`config.mk`:
```
export PLATFORM = sky130hd
export DESIGN_NAME = fetch_unit
export DESIGN_NICKNAME = d
export VERILOG_FILES = /design/src/rtl/fetch_pkg.sv /design/src/rtl/fetch_fifo.sv /design/src/rtl/fetch_unit.sv
export SDC_FILE = /design/constraint.sdc
export NUM_CORES = 1
export LEC_CHECK = 0
export CORE_UTILIZATION = 30
export DETAILED_ROUTE_END_ITERATION = 12
export GPL_ROUTABILITY_DRIVEN = 0
export SETUP_SLACK_MARGIN = 0.4
export SLEW_MARGIN = 10
export SYNTH_ARGS = -nofsm -noshare
export SYNTH_HDL_FRONTEND = slang
export SYNTH_SLANG_ARGS = --single-unit
```
`constraint.sdc`:
```
create_clock -name clk -period 5.3 [get_ports clk]
set_clock_uncertainty 0.1 [all_clocks]
set_input_delay 1.06 -clock clk [delete_from_list [all_inputs] [get_ports clk]]
set_output_delay 1.06 -clock clk [all_outputs]
set_load 0.02 [all_outputs]
```
`src/rtl/fetch_pkg.sv`:
```
// fetch_pkg: shared types and constants for the instruction fetch front end.
//   - Instruction field positions (opc, funct3, funct7).
//   - fetch_state_t: RUN / HALT.
//   - fetch_entry_t: buffered instruction word plus its fetch address.
//   - sat_add32: saturating 32-bit add used by the optional statistics
//     counters (FETCH_STATS_EN).
package fetch_pkg;

    localparam int unsigned OPC_LSB    = 0;
    localparam int unsigned OPC_MSB    = 6;
    localparam int unsigned FUNCT3_LSB = 12;
    localparam int unsigned FUNCT3_MSB = 14;
    localparam int unsigned FUNCT7_LSB = 25;
    localparam int unsigned FUNCT7_MSB = 31;

    localparam int unsigned INST_W     = 32;
    // Widest PC an entry can carry; narrower XLEN values are zero-extended.
    localparam int unsigned ENTRY_PC_W = 64;
    // Responses still owed to a flushed path; holds several redirects' worth.
    localparam int unsigned DROP_CNT_W = 16;

    typedef enum logic {
        RUN  = 1'b0,
        HALT = 1'b1
    } fetch_state_t;

    typedef struct packed {
        logic [INST_W-1:0]     inst;
        logic [ENTRY_PC_W-1:0] pc;
    } fetch_entry_t;

    function automatic logic [31:0] sat_add32(input logic [31:0] a, input logic [31:0] b);
        logic [32:0] sum;
        sum = {1'b0, a} + {1'b0, b};
        return sum[32] ? '1 : sum[31:0];
    endfunction

endpackage

```
`src/rtl/fetch_fifo.sv`:
```
// fetch_fifo: synchronous FIFO of fetch_entry_t, registered (no bypass).
//   clk, rst_n   clock, asynchronous active-low reset
//   push/entry   write one entry (ignored when full)
//   pop          drop the head entry (ignored when empty)
//   flush        discard all entries; takes priority over push and pop
//   head         current head entry
//   empty        no entries held
//   count        number of entries held (0..FIFO_DEPTH)
// FIFO_DEPTH must be a power of two, minimum 2.
module fetch_fifo
    import fetch_pkg::*;
#(
    parameter int unsigned FIFO_DEPTH = 2,
    localparam int unsigned PTR_W     = $clog2(FIFO_DEPTH),
    localparam int unsigned CNT_W     = PTR_W + 1
) (
    input  logic             clk,
    input  logic             rst_n,
    input  logic             push,
    input  fetch_entry_t     entry,
    input  logic             pop,
    input  logic             flush,
    output fetch_entry_t     head,
    output logic             empty,
    output logic [CNT_W-1:0] count
);

    fetch_entry_t     mem [FIFO_DEPTH];
    // One extra pointer bit distinguishes full from empty.
    logic [CNT_W-1:0] wr_ptr;
    logic [CNT_W-1:0] rd_ptr;
    logic             full;

    assign count = wr_ptr - rd_ptr;
    assign empty = (count == '0);
    assign full  = (count == CNT_W'(FIFO_DEPTH));
    assign head  = mem[rd_ptr[PTR_W-1:0]];

    always_ff @(posedge clk or negedge rst_n) begin
        if (!rst_n) begin
            wr_ptr <= '0;
            rd_ptr <= '0;
            for (int unsigned i = 0; i < FIFO_DEPTH; i++) begin
                mem[i] <= '0;
            end
        end else if (flush) begin
            rd_ptr <= wr_ptr;
        end else begin
            if (push && !full) begin
                mem[wr_ptr[PTR_W-1:0]] <= entry;
                wr_ptr <= wr_ptr + CNT_W'(1);
            end
            if (pop && !empty) begin
                rd_ptr <= rd_ptr + CNT_W'(1);
            end
        end
    end

endmodule

```
`src/rtl/fetch_unit.sv`:
```
// fetch_unit: instruction fetch front end.
// Owns the PC, issues in-order word-aligned requests over a valid/ready
// interface, buffers returned words with their PCs and presents decoded fields.
// A redirect flushes the buffer and discards responses still owed to the old
// path; hlt stops fetching permanently (until reset) while buffered words
// stay poppable.
//   imem_req_*    request channel (valid/ready/addr)
//   imem_rsp_*    response channel (in order, no backpressure)
//   inst_*        buffered instruction to the consumer (valid/ready, word, pc)
//   opc/funct3/funct7  fields of inst
//   redirect_*    taken branch/jump target
//   hlt / halted  halt request / fetch stopped
// Optional: define FETCH_STATS_EN to add stat_fetched and stat_dropped,
// saturating counts of pushed instructions and of discarded responses plus
// flushed buffer entries.
module fetch_unit
    import fetch_pkg::*;
#(
    parameter int unsigned     XLEN       = 32,
    parameter logic [XLEN-1:0] RESET_PC   = '0,
    parameter int unsigned     FIFO_DEPTH = 2
) (
    input  logic            clk,
    input  logic            rst_n,
    output logic            imem_req_valid,
    input  logic            imem_req_ready,
    output logic [XLEN-1:0] imem_req_addr,
    input  logic            imem_rsp_valid,
    input  logic [31:0]     imem_rsp_data,
    output logic            inst_valid,
    input  logic            inst_ready,
    output logic [31:0]     inst,
    output logic [XLEN-1:0] inst_pc,
    output logic [6:0]      opc,
    output logic [2:0]      funct3,
    output logic [6:0]      funct7,
    input  logic            redirect_valid,
    input  logic [XLEN-1:0] redirect_pc,
    input  logic            hlt,
    output logic            halted
`ifdef FETCH_STATS_EN
    ,
    output logic [31:0]     stat_fetched,
    output logic [31:0]     stat_dropped
`endif
);

    localparam int unsigned     CNT_W   = $clog2(FIFO_DEPTH) + 1;
    localparam logic [CNT_W:0]  DEPTH_V = (CNT_W + 1)'(FIFO_DEPTH);

    fetch_state_t            state_q, state_d;
    logic [XLEN-1:0]         pc_q, pc_d;
    logic [CNT_W-1:0]        outst_q, outst_d;
    logic [DROP_CNT_W-1:0]   drop_q, drop_d;

    logic                    fifo_push, fifo_pop, fifo_flush, fifo_empty;
    logic [CNT_W-1:0]        fifo_count;
    fetch_entry_t            fifo_entry, fifo_head;

    logic                    credit_ok, req_accept, rsp_drop, rsp_take;
    logic                    redirect_lsb_unused;

    assign redirect_lsb_unused = ^redirect_pc[1:0];

    // Each accepted request owns a buffer slot until its word is popped.
    assign credit_ok  = ({1'b0, outst_q} + {1'b0, fifo_count}) < DEPTH_V;
    // Gated with rst_n so the request is low while reset is held and rises in
    // the first cycle after release, without waiting an extra clock.
    assign imem_req_valid = rst_n && (state_q == RUN) && credit_ok;
    assign imem_req_addr  = pc_q;
    assign req_accept     = imem_req_valid && imem_req_ready;

    // Responses pay off old-path debt first; responses with nothing owed
    // (stale after reset) are ignored.
    assign rsp_drop = imem_rsp_valid && (drop_q != '0);
    assign rsp_take = imem_rsp_valid && (drop_q == '0) && (outst_q != '0);

    always_comb begin
        state_d    = state_q;
        pc_d       = pc_q;
        outst_d    = outst_q;
        drop_d     = drop_q;
        fifo_push  = 1'b0;
        fifo_flush = 1'b0;
        case (state_q)
            RUN: begin
                if (req_accept) pc_d = pc_q + XLEN'(4);
                if (rsp_drop)   drop_d = drop_q - DROP_CNT_W'(1);
                if (!hlt && redirect_valid) begin
                    pc_d       = {redirect_pc[XLEN-1:2], 2'b00};
                    fifo_flush = 1'b1;
                    // Everything in flight, plus a request accepted now, is
                    // wrong-path; the response landing this cycle is already paid.
                    drop_d  = drop_q + DROP_CNT_W'(outst_q) + DROP_CNT_W'(req_accept)
                            - DROP_CNT_W'(rsp_drop) - DROP_CNT_W'(rsp_take);
                    outst_d = '0;
                end else begin
                    fifo_push = rsp_take;
                    outst_d   = outst_q + CNT_W'(req_accept) - CNT_W'(rsp_take);
                    if (hlt) state_d = HALT;
                end
            end
            HALT: begin
                if (rsp_drop)      drop_d  = drop_q - DROP_CNT_W'(1);
                else if (rsp_take) outst_d = outst_q - CNT_W'(1);
            end
        endcase
    end

    always_ff @(posedge clk or negedge rst_n) begin
        if (!rst_n) begin
            state_q <= RUN;
            pc_q    <= {RESET_PC[XLEN-1:2], 2'b00};
            outst_q <= '0;
            drop_q  <= '0;
        end else begin
            state_q <= state_d;
            pc_q    <= pc_d;
            outst_q <= outst_d;
            drop_q  <= drop_d;
        end
    end

    assign fifo_entry.inst = imem_rsp_data;
    assign fifo_entry.pc   = ENTRY_PC_W'(pc_shadow_pc());
    assign fifo_pop        = inst_valid && inst_ready;

    // The word arriving now belongs to the oldest outstanding request, whose
    // address is the current PC minus four per outstanding request.
    function automatic logic [XLEN-1:0] pc_shadow_pc();
        return pc_q - (XLEN'(outst_q) << 2);
    endfunction

    fetch_fifo #(
        .FIFO_DEPTH(FIFO_DEPTH)
    ) u_fifo (
        .clk   (clk),
        .rst_n (rst_n),
        .push  (fifo_push),
        .entry (fifo_entry),
        .pop   (fifo_pop),
        .flush (fifo_flush),
        .head  (fifo_head),
        .empty (fifo_empty),
        .count (fifo_count)
    );

    if (XLEN < ENTRY_PC_W) begin : g_pc_pad
        logic pc_pad_unused;
        assign pc_pad_unused = ^fifo_head.pc[ENTRY_PC_W-1:XLEN];
    end

    assign inst_valid = !fifo_empty;
    assign inst       = fifo_head.inst;
    assign inst_pc    = fifo_head.pc[XLEN-1:0];
    assign opc        = fifo_head.inst[OPC_MSB:OPC_LSB];
    assign funct3     = fifo_head.inst[FUNCT3_MSB:FUNCT3_LSB];
    assign funct7     = fifo_head.inst[FUNCT7_MSB:FUNCT7_LSB];
    assign halted     = (state_q == HALT);

`ifdef FETCH_STATS_EN
    logic             rsp_discard;
    logic [CNT_W-1:0] flushed_n;

    assign rsp_discard = rsp_drop || (rsp_take && !fifo_push);
    // An entry popped in the flush cycle was consumed, not flushed.
    assign flushed_n   = fifo_flush ? (fifo_count - CNT_W'(fifo_pop)) : '0;

    always_ff @(posedge clk or negedge rst_n) begin
        if (!rst_n) begin
            stat_fetched <= '0;
            stat_dropped <= '0;
        end else begin
            stat_fetched <= sat_add32(stat_fetched, 32'(fifo_push));
            stat_dropped <= sat_add32(stat_dropped, 32'(rsp_discard) + 32'(flushed_n));
        end
    end
`endif

endmodule

```
**Word level (Yosys, flattened, before mapping)**

Index checks and enable logic that the tools add are counted.
Widths: inputs -> output; s select.

- Register bits after elaboration: 247
- Input bits: 71
- Word-level logic and storage cells: 82
- Output and inout bits: 116

- Bitwise logic cells: 4
- Magnitude comparators: 4
- Equal/unequal tests: 3
- Muxes and demuxes: 24
- Add/sub/neg operators: 14
- Reduce and logical (&&, ||, !) cells: 23

Operators by type and width:

| cell | count |
|---|---|
| $mux 96 | 4 |
| $bwmux 192 | 1 |
| $demux 96 s1 | 1 |
| $mux 32 | 2 |
| $add 32x3->32 const B | 1 |
| $mux 16 | 2 |
| $pmux 16 s2 | 1 |
| $sub 16x1->16 | 2 |
| $sub 32x4->32 | 1 |
| $add 16x1->16 | 1 |
| $add 16x2->16 | 1 |
| $logic_not 16->1 | 1 |
| $reduce_bool 16->1 | 1 |
| $sub 16x1->16 const B | 1 |
| $logic_and 1x1->1 | 11 |
| $mux 2 | 5 |
| $mux 1 | 7 |
| $reduce_and 2->1 | 3 |
| $reduce_bool 2->1 | 3 |
| $add 2x1->2 const B | 2 |
| $ge 2x2->1 const B | 2 |
| $not 1->2 | 2 |
| $pmux 2 s2 | 1 |
| $add 2x2->3 | 1 |
| 12 further kinds | 15 |

**Logic depth before layout (Yosys ltp)**

Gate-level depths: netlist of run 1.

- Depth after elaboration: 10
- Gate-level depth with buffers: 15
- Depth with buffers taken out: 15

**By module**

A second synthesis of run 1 with hierarchy kept.

- Cells, all modules: 1162
- Area total of the unflattened synthesis: 13614.3 um^2

Modules (own cells, without submodules):

| module | instances | seq. area each (um^2) | cells each | area an instance (um^2) |
|---|---|---|---|---|
| fetch_fifo | 1 | 4904.7 | 545 | 8688.3 |
| fetch_unit | 1 | 1226.2 | 617 | 4926.0 |

**Worst setup path after synthesis of run 1**

Ideal clock, no wire load.

- Path kind: register to register
- Start: register u_fifo.wr_ptr[0]
- End: register drop_q[12]
- Slack: 301 ps
- Required time: 5060 ps
- Arrival time: 4758 ps
- Library setup time: 140 ps
- Path buffers: 1
- Period minus slack after synthesis: 4999 ps
- Cell stages (with the launch flop): 16
- Cell sequence: dfrtp_1 > clkbuf_1 > inv_1 > ha_1 > xor3_1 > fa_1 > nor4b_1 > nand2_1 > fa_1 > fa_1 > nand2b_1 > a2111oi_0 > o2111ai_1 > a211oi_1 > or3_1 > a31oi_1

- Longest elaborated chain between the ends: 10

Ends and longest elaborated chain:

| what | line | text |
|---|---|---|
| start, declared | fetch_fifo.sv:30 | `logic [CNT_W-1:0] wr_ptr;` |
| start signal, assigned | fetch_fifo.sv:51 | `wr_ptr <= wr_ptr + CNT_W'(1);` |
| $sub 2x2->2 | fetch_fifo.sv:34 | `assign count = wr_ptr - rd_ptr;` |
| $add 2x2->3 | fetch_unit.sv:66 | `assign credit_ok = ({1'b0, outst_q} + {1'b0, fifo_count}) < DEPTH_V;` |
| $lt 3x2->1 | fetch_unit.sv:66 |  |
| $logic_and 1x1->1 | fetch_unit.sv:69 | `assign imem_req_valid = rst_n && (state_q == RUN) && credit_ok;` |
| via imem_req_valid | fetch_unit.sv:25 | `output logic imem_req_valid,` |
| $logic_and 1x1->1 | fetch_unit.sv:71 | `assign req_accept = imem_req_valid && imem_req_ready;` |
| $add 16x1->16 | fetch_unit.sv:94 | `drop_d = drop_q + DROP_CNT_W'(outst_q) + DROP_CNT_W'(req_accept)` |
| $sub 16x1->16 (2 in a row) | fetch_unit.sv:95 | `- DROP_CNT_W'(rsp_drop) - DROP_CNT_W'(rsp_take);` |
| $mux 16 | fetch_unit.sv:89 | `if (!hlt && redirect_valid) begin` |
| $pmux 16 s2 | fetch_unit.sv:85 | `case (state_q)` |
| via drop_d[12] | fetch_unit.sv:54 | `logic [DROP_CNT_W-1:0] drop_q, drop_d;` |
| end signal, assigned | fetch_unit.sv:120 | `drop_q <= drop_d;` |
| end, declared | fetch_unit.sv:54 |  |

The timed path passes the listed nets, and every way through them passes these cells.
A chain may end at the register's enable or synchronous reset.

**Final worst setup path of run 1**

- Start: input port imem_rsp_valid
- End: register drop_q[14]

- Longest elaborated chain between the ends: 5
- Elaborated cells on any way between the ends: 8
- Those cells by class: add/sub (2); mux (3); reduce/logical (3)

Ends and longest elaborated chain:

| what | line | text |
|---|---|---|
| start, declared | fetch_unit.sv:28 | `input logic imem_rsp_valid,` |
| $logic_and 1x1->1, on equally long branches | fetch_unit.sv:75, fetch_unit.sv:76 |  |
| $sub 16x1->16 or $logic_and 1x1->1 (tied branches) | fetch_unit.sv:95, fetch_unit.sv:76 |  |
| $sub 16x1->16 | fetch_unit.sv:95 |  |
| $mux 16 | fetch_unit.sv:89 |  |
| $pmux 16 s2 * | fetch_unit.sv:85 |  |
| via drop_d[14] | fetch_unit.sv:54 |  |

The timed path passes the listed nets; every way through them passes the cells marked *.

==> key figures, run 1 <==
Placement
  • Dpl cell area: 12500 µm²
  • Port Buffers: 180
  • Placement Setup Slack: -18.2 ps
  • Number of placed cells counting well taps: 1741
  • Detailed-placement wirelength estimate: 19700 µm

Cells and area
  • Area added between synthesis and finish: 26.9%
  • Number of diodes added for antenna fixing: 0
  • Share of the core filled with cells in the final layout: 38.9%
  • Final cell count without fillers: 1774
  • Count of nets after finishing: 1432
  • Final Cell Area: 13100 µm²
  • Fraction of layout cells with a size suffix above 1: 12.1%

GRT
  • Global-route wire length before repair: 45200 µm
  • Vias in the first global route: 8113
  • Largest net degree at the start of global routing: 132
  • GRT Util Overall: 16.3%
  • Global-route congestion overflow total: 0
  • Antenna violations before repair: 0

STA
  • Final Hold Vio Count: 0
  • Max_slew headroom: 35.8%
  • Period minus WS final: 4760 ps
  • Transition time of the tightest slew-check pin: 963 ps
  • Unrepaired setup endpoints after global routing: no
  • Fin crit share: 89.8%
  • Sum of negative setup slack: 0 ps
  • F_max: 0.210 GHz
  • Final Worst Setup Slack: 539 ps
  • Worst hold slack after final layout: 362 ps
  • Max Slew Vio Count: 0
  • Final setup violation count: 0

Floorplan
  • Chip height: 188 µm
  • Placeable Area: 33700 µm²
  • Count of standard-cell rows: 67
  • Top-level I/O count: 187
  • Starting utilization of the core area: 30.7%
  • Die X-Extent: 188 µm
  • DIE AREA: 35200 µm²

Worst hold path
  • Cell depth of the worst min-delay path: 2
  • Worst min-delay path startpoint: u_fifo.mem[78]
  • Hold endpoint: u_fifo.mem[78]
  • Type of the worst min-delay path: reg2reg

Worst setup path
  • Largest driver fanout on the critical path: 3
  • Critical Path Source Type: input pin
  • CP Class: in2reg
  • Critical Path AT: 4980 ps
  • Crit end category: register
  • Req. time, crit path: 5520 ps
  • Reg-to-reg startpoint: drop_q[6]
  • Slack of the worst reg-to-reg path: 620 ps
  • Worst setup path startpoint: imem_rsp_valid
  • Number of cells on the worst reg-to-reg path: 17
  • Endpoint of the most critical register-to-register path: drop_q[14]

Drt
  • Drc violations: 0
  • Remaining antenna violation count: 0
  • Routed wire per std cell: 16.0 µm
  • Violation count after the first detailed-route iteration: 491
  • Total wirelength of the detailed-routed design: 28300 µm
  • Overall via count from detail_route: 8557
  • Via-per-instance ratio: 4.82
  • Pre-Repair DR Iteration Count: 4

Yosys
  • Share of synthesized registers carrying an async set or reset: 100%
  • Portion of synthesized cell area occupied by the leading cell type: 42.8%
  • Post-synthesis average cell area: 8.81 µm²
  • Most frequent cells after synthesis: 308 x sky130_fd_sc_hd__nand2_1, 177 x sky130_fd_sc_hd__dfrtp_1, 75 x sky130_fd_sc_hd__o21ai_0, 73 x sky130_fd_sc_hd__a21oi_1, 65 x sky130_fd_sc_hd__mux2_2
  • Count of flip-flops with a built-in enable after synthesis: 0
  • Number of flip-flops and latches in the synthesized netlist: 177
  • Fraction of the yosys area taken by sequential cells: 42.8%
  • Most common cell in the netlist: sky130_fd_sc_hd__nand2_1
  • Yosys warns: 0
  • Post-synthesis instance area: 10300 µm²
  • Prevailing post-synth register cell: sky130_fd_sc_hd__dfrtp_1
  • Top area cells in the synthesized netlist: sky130_fd_sc_hd__dfrtp_1 43%, sky130_fd_sc_hd__nand2_1 11%, sky130_fd_sc_hd__mux2_2 7.1%
  • Post-synth top area cell: sky130_fd_sc_hd__dfrtp_1
  • Synthesized netlist cell count: 1173
  • Number of library cell types mapped by synthesis: 65

Clocking
  • TritonCTS clock tree: built
  • CTS Root Buffer Type: sky130_fd_sc_hd__clkbuf_16
  • Total clock buffers created by CTS: 17
  • Insertion delay of the later-clocked pin in the worst-skew pair: 440 ps
  • Maximum count of clock buffers along a single path: 2
  • CTS H-tree lvls: 4
  • CTS clock-pin slew for the worst setup and hold paths: 70 ps
  • CTS Sinks: 177

Run
  • Max-Cap Viols: 0

Power
  • Power after layout: 4.69 mW
  • Largest voltage drop on the vdd net: 0.228 mV
  • Leakage power: 5.93 nW
  • Power density over the cells: 358 nW/µm²

Run status
  • Status: completed
==> worst max path at each step <==
| stage | end | depth (start not counted) |
|---|---|---|
| after floorplan | drop_q[12] | 15 |
| after global placement | drop_q[14] | 15 |
| after detailed placement | drop_q[14] | 15 |
| after CTS | drop_q[14] | 17 |
| after global routing | drop_q[14] | 15 |
| final | drop_q[14] | 15 |
==> flip-flops by register name, summed over array words and instances (netlist names) <==
| register | count |
|---|---|
| drop_q | 16 |
| halted | 1 |
| imem_req_addr | 30 |
| outst_q | 2 |
| u_fifo.mem | 124 |
| u_fifo.rd_ptr | 2 |
| u_fifo.wr_ptr | 2 |
==> layout by cell type, fill, tap and decap left out, types with 5 or more instances in the layout <==
cell type	n
sky130_fd_sc_hd__a21o_1	5
sky130_fd_sc_hd__a21oi_1	72
sky130_fd_sc_hd__and3_1	11
sky130_fd_sc_hd__buf_4	23
sky130_fd_sc_hd__clkbuf_16	17
sky130_fd_sc_hd__clkdlybuf4s50_1	179
sky130_fd_sc_hd__dfrtp_1	176
sky130_fd_sc_hd__fa_1	5
sky130_fd_sc_hd__ha_1	39
sky130_fd_sc_hd__inv_1	36
sky130_fd_sc_hd__inv_2	6
sky130_fd_sc_hd__inv_6	6
sky130_fd_sc_hd__mux2_2	65
sky130_fd_sc_hd__nand2_1	308
sky130_fd_sc_hd__nand2b_1	13
sky130_fd_sc_hd__nand3_1	22
sky130_fd_sc_hd__nand4_1	12
sky130_fd_sc_hd__nor2_1	58
sky130_fd_sc_hd__nor3_1	14
sky130_fd_sc_hd__o21ai_0	74
sky130_fd_sc_hd__o22ai_1	18
sky130_fd_sc_hd__xnor2_1	45
sky130_fd_sc_hd__xor2_1	12
==> where the power goes <==
part	switching [mW]	leakage, nW	internal (mW)	total (mW)
logic	1.02	3.26	0.816	1.83
registers	0.129	2.37	1.45	1.57
clock network	0.573	0.292	0.714	1.29
total	1.72	5.93	2.98	4.69
==> kinds of logic (layout without fill, tap and decap cells) <==
kind of cell,after synthesis,after routing,share of synthesized area [%]
simple gates,482,482,20.7
compound gates,211,211,11.9
flops,177,177,42.8
buf+inv,129,279,5.94
mux,67,67,7.27
xor+xnor,58,58,5.06
fa+ha+maj,48,48,6.24
other cells,1,4,0.0363
==> cell type report <==
| type | instances | area (µm²) |
|---|---|---|
| clock buffer | 18 | 439 |
| fill | 3403 | 20600 |
| sequential | 177 | 4430 |
| multi-input combinational | 870 | 5390 |
| timing repair buffer | 204 | 2000 |
| clock inverter | 14 | 149 |
| tap | 448 | 561 |
| inverter | 43 | 161 |
==> worst max-delay path, stage by stage <==
cell                              delay, ps
sky130_fd_sc_hd__clkdlybuf4s50_1        520
sky130_fd_sc_hd__nand2b_1               120
sky130_fd_sc_hd__nor3_4                 160
sky130_fd_sc_hd__fa_1                   480
sky130_fd_sc_hd__fa_1                   490
sky130_fd_sc_hd__fa_2                   380
sky130_fd_sc_hd__fa_1                   410
sky130_fd_sc_hd__nand2b_4               180
sky130_fd_sc_hd__a2111oi_4              280
sky130_fd_sc_hd__buf_4                  160
sky130_fd_sc_hd__o2111ai_1              170
sky130_fd_sc_hd__buf_4                  200
sky130_fd_sc_hd__a21oi_1                160
sky130_fd_sc_hd__or4_1                  140
sky130_fd_sc_hd__nand3_1                 70
==> what timing repair did <==
| action | in CTS | in global routing |
|---|---|---|
| pin swaps | 0 | 2 |
| endpoints found under the setup margin | 4 | 6 |
| gates resized for setup | 3 | 15 |
| buffers inserted | 0 | 1 |
| hold buffers | 0 | 0 |
==> layer usage <==
layer | vias to the layer above | track usage (%) | wire length (µm)
met1 | 4084 | 23.0 | 13900
met5 | - | 0 | 0
li1 | 4219 | - | -
met3 | 23 | 3.01 | 1310
met4 | 0 | 5.10 | 384
met2 | 231 | 25.1 | 12800
(Power assumes the default switching activity.)
==> inputs of run 2 (changes only) <==
--- a/config.mk
+++ b/config.mk
@@ -5,9 +5,11 @@
 export SDC_FILE = /design/constraint.sdc
 export NUM_CORES = 1
 export LEC_CHECK = 0
-export CORE_UTILIZATION = 30
+export CORE_UTILIZATION = 54
 export DETAILED_ROUTE_END_ITERATION = 12
 export GPL_ROUTABILITY_DRIVEN = 0
+export GPL_TIMING_DRIVEN = 1
+export PLACE_DENSITY = 0.82
 export SETUP_SLACK_MARGIN = 0.4
 export SLEW_MARGIN = 10
 export SYNTH_ARGS = -nofsm -noshare
==> key figures, run 2 (synthesis results as in run 1) <==
Run status
  • Status: completed

Placement
  • Port Buffers: 180
  • Number of placed cells counting well taps: 1527
  • Dpl cell area: 12200 µm²
  • Detailed-placement wirelength estimate: 17600 µm

Clocking
  • CTS H-tree lvls: 4
  • CTS clock-pin slew for the worst setup and hold paths: 80 ps
  • Maximum count of clock buffers along a single path: 2
  • TritonCTS clock tree: built
  • Total clock buffers created by CTS: 17
  • Number of hold buffers added after cts: 0
  • Insertion delay of the later-clocked pin in the worst-skew pair: 440 ps
  • CTS Root Buffer Type: sky130_fd_sc_hd__clkbuf_16
  • CTS Sinks: 177

Worst setup path
  • Critical Path Source Type: register
  • Critical Path AT: 5070 ps
  • Req. time, crit path: 5520 ps
  • Slack of the worst reg-to-reg path: 450 ps
  • Crit end category: register
  • Largest driver fanout on the critical path: 4
  • CP Class: reg2reg

Cells and area
  • Highest-count cells in the layout ignoring fill and taps: 308 x sky130_fd_sc_hd__nand2_1, 178 x sky130_fd_sc_hd__clkdlybuf4s50_1, 176 x sky130_fd_sc_hd__dfrtp_1, 74 x sky130_fd_sc_hd__o21ai_0, 73 x sky130_fd_sc_hd__a21oi_1
  • Number of diodes added for antenna fixing: 0
  • Area added between synthesis and finish: 23.9%
  • Final cell count without fillers: 1562
  • Count of nets after finishing: 1434
  • Most frequent standard cell in the layout excluding fill and tap cells: sky130_fd_sc_hd__nand2_1
  • Final Cell Area: 12800 µm²
  • Fraction of layout cells with a size suffix above 1: 12.3%
  • Flip-flop count of the largest register after layout: 124
  • Biggest register: u_fifo.mem

Floorplan
  • Count of standard-cell rows: 50
  • Die X-Extent: 140 µm
  • Chip height: 140 µm
  • Placeable Area: 18700 µm²
  • DIE AREA: 19700 µm²
  • Starting utilization of the core area: 55.3%
  • Top-level I/O count: 187

STA
  • Final Hold Vio Count: 0
  • F_max: 0.206 GHz
  • Final setup violation count: 0
  • Unrepaired setup endpoints after global routing: no
  • Max Slew Vio Count: 0
  • Max_slew headroom: 35.3%
  • Fin crit share: 91.5%
  • Period minus WS final: 4850 ps
  • Transition time of the tightest slew-check pin: 970 ps
  • Sum of negative setup slack: 0 ps

Drt
  • Drc violations: 0
  • Remaining antenna violation count: 0
  • Met2 Routed Length: 12200 µm
  • Highest layer used for signal routing: met4
  • Via-per-instance ratio: 5.64
  • Total wirelength of the detailed-routed design: 26300 µm
  • Met1 layer wirelength in the final routing: 11600 µm
  • Violation count after the first detailed-route iteration: 557
  • Pre-Repair DR Iteration Count: 7
  • WL met3: 1730 µm
  • Overall via count from detail_route: 8805
  • Routed wire per std cell: 16.8 µm

GRT
  • Vias in the first global route: 8326
  • Global-route congestion overflow total: 0
  • GRT Util Overall: 27.0%
  • Global-route wire length before repair: 41800 µm
  • Largest net degree at the start of global routing: 88
  • Antenna violations before repair: 0

Power
  • Combinational power share: 39.4%
  • Proportion of power drawn by flip-flops and latches: 34.1%
  • Net switching power figure: 1.73 mW
  • Leakage power: 5.91 nW
  • Power density over the cells: 360 nW/µm²
  • Power Internal: 2.88 mW
  • Largest voltage drop on the vdd net: 0.245 mV
  • Net Sw Frac: 37.6%
  • Clk pwr share: 26.5%

Run
  • Max-Cap Viols: 0

Worst hold path
  • Type of the worst min-delay path: reg2reg
==> run 2: path summary, 6_finish.rpt <==
| path | from | to | cells after the start |
|---|---|---|---|
| setup reg to reg | drop_q[1] | drop_q[14] | 17 |
| setup / recovery | drop_q[1] | drop_q[14] | 17 |
| max in group asynchronous | rst_n | u_fifo.rd_ptr[0] | 3 |
| hold / removal | u_fifo.mem[172] | u_fifo.mem[172] | 2 |
| min in group asynchronous | rst_n | u_fifo.mem[95] | 2 |
| hold reg to reg | u_fifo.mem[172] | u_fifo.mem[172] | 2 |
==> run 2: layout make-up <==
type,count,area (µm²)
Tap cell,234,293
Sequential cell,177,4430
Inverter,43,161
Clock inverter,15,141
Multi-Input combinational cell,870,5360
Fill cell,1473,5890
Timing Repair Buffer,206,2000
Clock buffer,17,425
==> run 2: worst max-delay path, cell delays in order, from the launching register on <==
cell and delay (ps):
sky130_fd_sc_hd__dfrtp_1 410, sky130_fd_sc_hd__inv_1 160, sky130_fd_sc_hd__ha_2 260, sky130_fd_sc_hd__nand4_1 180
sky130_fd_sc_hd__buf_4 210, sky130_fd_sc_hd__nor3_4 240, sky130_fd_sc_hd__fa_1 470, sky130_fd_sc_hd__fa_1 450
sky130_fd_sc_hd__fa_1 410, sky130_fd_sc_hd__fa_1 420, sky130_fd_sc_hd__nand2b_1 230, sky130_fd_sc_hd__a2111oi_2 330
sky130_fd_sc_hd__buf_4 170, sky130_fd_sc_hd__o2111ai_1 160, sky130_fd_sc_hd__buf_4 190, sky130_fd_sc_hd__a21oi_1 140
sky130_fd_sc_hd__or4_1 130, sky130_fd_sc_hd__nand3_1 70
==> run 2: what timing repair did <==
item	CTS	global route
pin swaps	0	2
endpoints found under the setup margin	1	4
gates resized for setup	1	19
setup buffers	0	3
==> run 2: power by group through the flow <==
stage	clock, mW	sequential [mW]	combinational (mW)
2_1_floorplan	0	1.58	1.25
3_3_place_gp	0	1.58	1.69
3_5_place_dp	0	1.59	1.72
4_1_cts	1.24	1.56	1.74
5_1_grt	1.30	1.58	1.98
6_report	1.22	1.57	1.81
==> run 2: metrics by stage <==
step	hold slack, ps	setup slack, ps	power, mW	util [%]
after detailed placement	351	20.2	3.31	65.1
after global routing	387	262	4.86	68.5
after floorplan	333	466	2.83	-
after CTS	367	433	4.55	68.2
after global placement	344	87.0	3.27	65.1
final	362	449	4.61	68.5
==> run 2: routing by layer <==
metal | up-vias | track usage (%)
met5 | - | 0
met4 | 0 | 10.6
met3 | 51 | 4.21
met2 | 345 | 43.5
met1 | 4190 | 36.8
li1 | 4219 | -
==> inputs of run 3 (changes only) <==
--- a/config.mk
+++ b/config.mk
@@ -5,10 +5,12 @@
 export SDC_FILE = /design/constraint.sdc
 export NUM_CORES = 1
 export LEC_CHECK = 0
+export CORE_MARGIN = 2
 export CORE_UTILIZATION = 54
 export DETAILED_ROUTE_END_ITERATION = 12
 export GPL_ROUTABILITY_DRIVEN = 0
 export GPL_TIMING_DRIVEN = 1
+export MAX_ROUTING_LAYER = met4
 export PLACE_DENSITY = 0.82
 export SETUP_SLACK_MARGIN = 0.4
 export SLEW_MARGIN = 10
==> key figures, run 3 (synthesis results as in run 1) <==
Worst setup path
  • CP Class: reg2reg
  • Critical Path Source Type: register
  • Largest driver fanout on the critical path: 4
  • Crit end category: register
  • Critical Path AT: 4930 ps
  • Req. time, crit path: 5510 ps

Drt
  • Pre-Repair DR Iteration Count: 5
  • Violation count after the first detailed-route iteration: 543
  • Routed wire per std cell: 16.9 µm
  • Total wirelength of the detailed-routed design: 26400 µm
  • Via-per-instance ratio: 5.63
  • Drc violations: 0
  • Remaining antenna violation count: 0
  • Overall via count from detail_route: 8793

Power
  • Power density over the cells: 366 nW/µm²
  • Leakage power: 5.96 nW
  • Largest voltage drop on the vdd net: 0.258 mV
  • Power after layout: 4.72 mW

GRT
  • Global-route wire length before repair: 42500 µm
  • Vias in the first global route: 8450
  • GRT Util Overall: 27.0%
  • Largest net degree at the start of global routing: 88
  • Antenna violations before repair: 0
  • Global-route congestion overflow total: 0

Placement
  • Detailed-placement wirelength estimate: 18300 µm
  • Port Buffers: 180
  • Dpl cell area: 12200 µm²

STA
  • Worst hold slack after final layout: 364 ps
  • Transition time of the tightest slew-check pin: 902 ps
  • Period minus WS final: 4730 ps
  • Max_slew headroom: 39.9%
  • Final setup violation count: 0
  • Unrepaired setup endpoints after global routing: no
  • Max Slew Vio Count: 0
  • F_max: 0.211 GHz
  • Sum of negative setup slack: 0 ps
  • Fin crit share: 89.2%
  • Final Hold Vio Count: 0

Cells and area
  • Fraction of layout cells with a size suffix above 1: 11.4%
  • Final Cell Area: 12900 µm²
  • Area added between synthesis and finish: 24.6%
  • Count of nets after finishing: 1435
  • Most frequent standard cell in the layout excluding fill and tap cells: sky130_fd_sc_hd__nand2_1
  • Biggest register: u_fifo.mem
  • Number of diodes added for antenna fixing: 0
  • Share of the core filled with cells in the final layout: 68.7%
  • Highest-count cells in the layout ignoring fill and taps: 308 x sky130_fd_sc_hd__nand2_1, 178 x sky130_fd_sc_hd__clkdlybuf4s50_1, 176 x sky130_fd_sc_hd__dfrtp_1, 74 x sky130_fd_sc_hd__o21ai_0, 72 x sky130_fd_sc_hd__a21oi_1
  • Flip-flop count of the largest register after layout: 124

Clocking
  • Insertion delay of the later-clocked pin in the worst-skew pair: 430 ps
  • Total clock buffers created by CTS: 17
  • CTS Sinks: 177
  • CTS H-tree lvls: 4
  • CTS clock-pin slew for the worst setup and hold paths: 70 ps
  • Number of hold buffers added after cts: 0
  • Maximum count of clock buffers along a single path: 2
  • TritonCTS clock tree: built
  • CTS Root Buffer Type: sky130_fd_sc_hd__clkbuf_16

Floorplan
  • Top-level I/O count: 187
  • Starting utilization of the core area: 55.1%
  • Chip height: 142 µm
  • Placeable Area: 18800 µm²
  • Die X-Extent: 142 µm
  • Count of standard-cell rows: 50
  • DIE AREA: 20300 µm²

Worst hold path
  • Type of the worst min-delay path: reg2reg

Run
  • Max-Cap Viols: 0

Run status
  • Status: completed
-- run 3: final cells by class --
type | instances | area [µm²]
clock buffers | 19 | 443
clock inverters | 13 | 193
fillers | 1469 | 5880
inverters | 43 | 161
multi-input cells | 870 | 5360
flip-flops and latches | 177 | 4430
well taps | 234 | 293
repair buffers | 207 | 2010
-- run 3: power by group --
part           total, mW  internal, mW  switching, mW
combinational       1.79         0.798          0.997
sequential          1.57          1.45          0.123
clock               1.35         0.777          0.577
-- run 3: final timing paths --
| kind | end | slack [ps] | from | cells after the start |
|---|---|---|---|---|
| max | drop_q[14] | 570 | drop_q[11] | 18 |
| min | u_fifo.mem[169] | 360 | u_fifo.mem[169] | 2 |
| max reg2reg | drop_q[14] | 570 | drop_q[11] | 18 |
| min reg2reg | u_fifo.mem[169] | 360 | u_fifo.mem[169] | 2 |
| max in group asynchronous | imem_req_addr[30] | 2340 | rst_n | 4 |
| min in group asynchronous | u_fifo.mem[93] | 680 | rst_n | 2 |
-- run 3: what timing repair did --
action	in CTS	in global routing
resized for setup	1	8
buffers inserted	0	2
pin swaps	0	4
setup endpoints to repair	2	5
-- run 3: worst max-delay path, stage by stage (launching register included) --
cell	delay [ps]
sky130_fd_sc_hd__dfrtp_1	410
sky130_fd_sc_hd__inv_1	160
sky130_fd_sc_hd__ha_1	240
sky130_fd_sc_hd__nand4_1	130
sky130_fd_sc_hd__buf_4	180
sky130_fd_sc_hd__o21ai_2	130
sky130_fd_sc_hd__clkinv_1	140
sky130_fd_sc_hd__fa_1	520
sky130_fd_sc_hd__fa_1	430
sky130_fd_sc_hd__fa_1	420
sky130_fd_sc_hd__fa_1	390
sky130_fd_sc_hd__nand2b_1	180
sky130_fd_sc_hd__a2111oi_2	300
sky130_fd_sc_hd__buf_4	180
sky130_fd_sc_hd__o2111ai_2	160
sky130_fd_sc_hd__buf_4	190
sky130_fd_sc_hd__a21oi_2	140
sky130_fd_sc_hd__or4_1	130
sky130_fd_sc_hd__nand3_1	70
-- run 3: per-stage QoR --
step / instances / worst slack [ps]
6_report: 1563 / 572
5_1_grt: 1563 / 363
3_3_place_gp: 1529 / 93.5
4_1_cts: 1561 / 417
2_1_floorplan: 1176 / 466
3_5_place_dp: 1529 / 18.8
-- run 3: routing by layer --
metal	global-route usage (%)	routed length [µm]
met5	-	0
met4	8.39	631
met3	3.87	1530
met2	43.1	12600
met1	36.1	11700
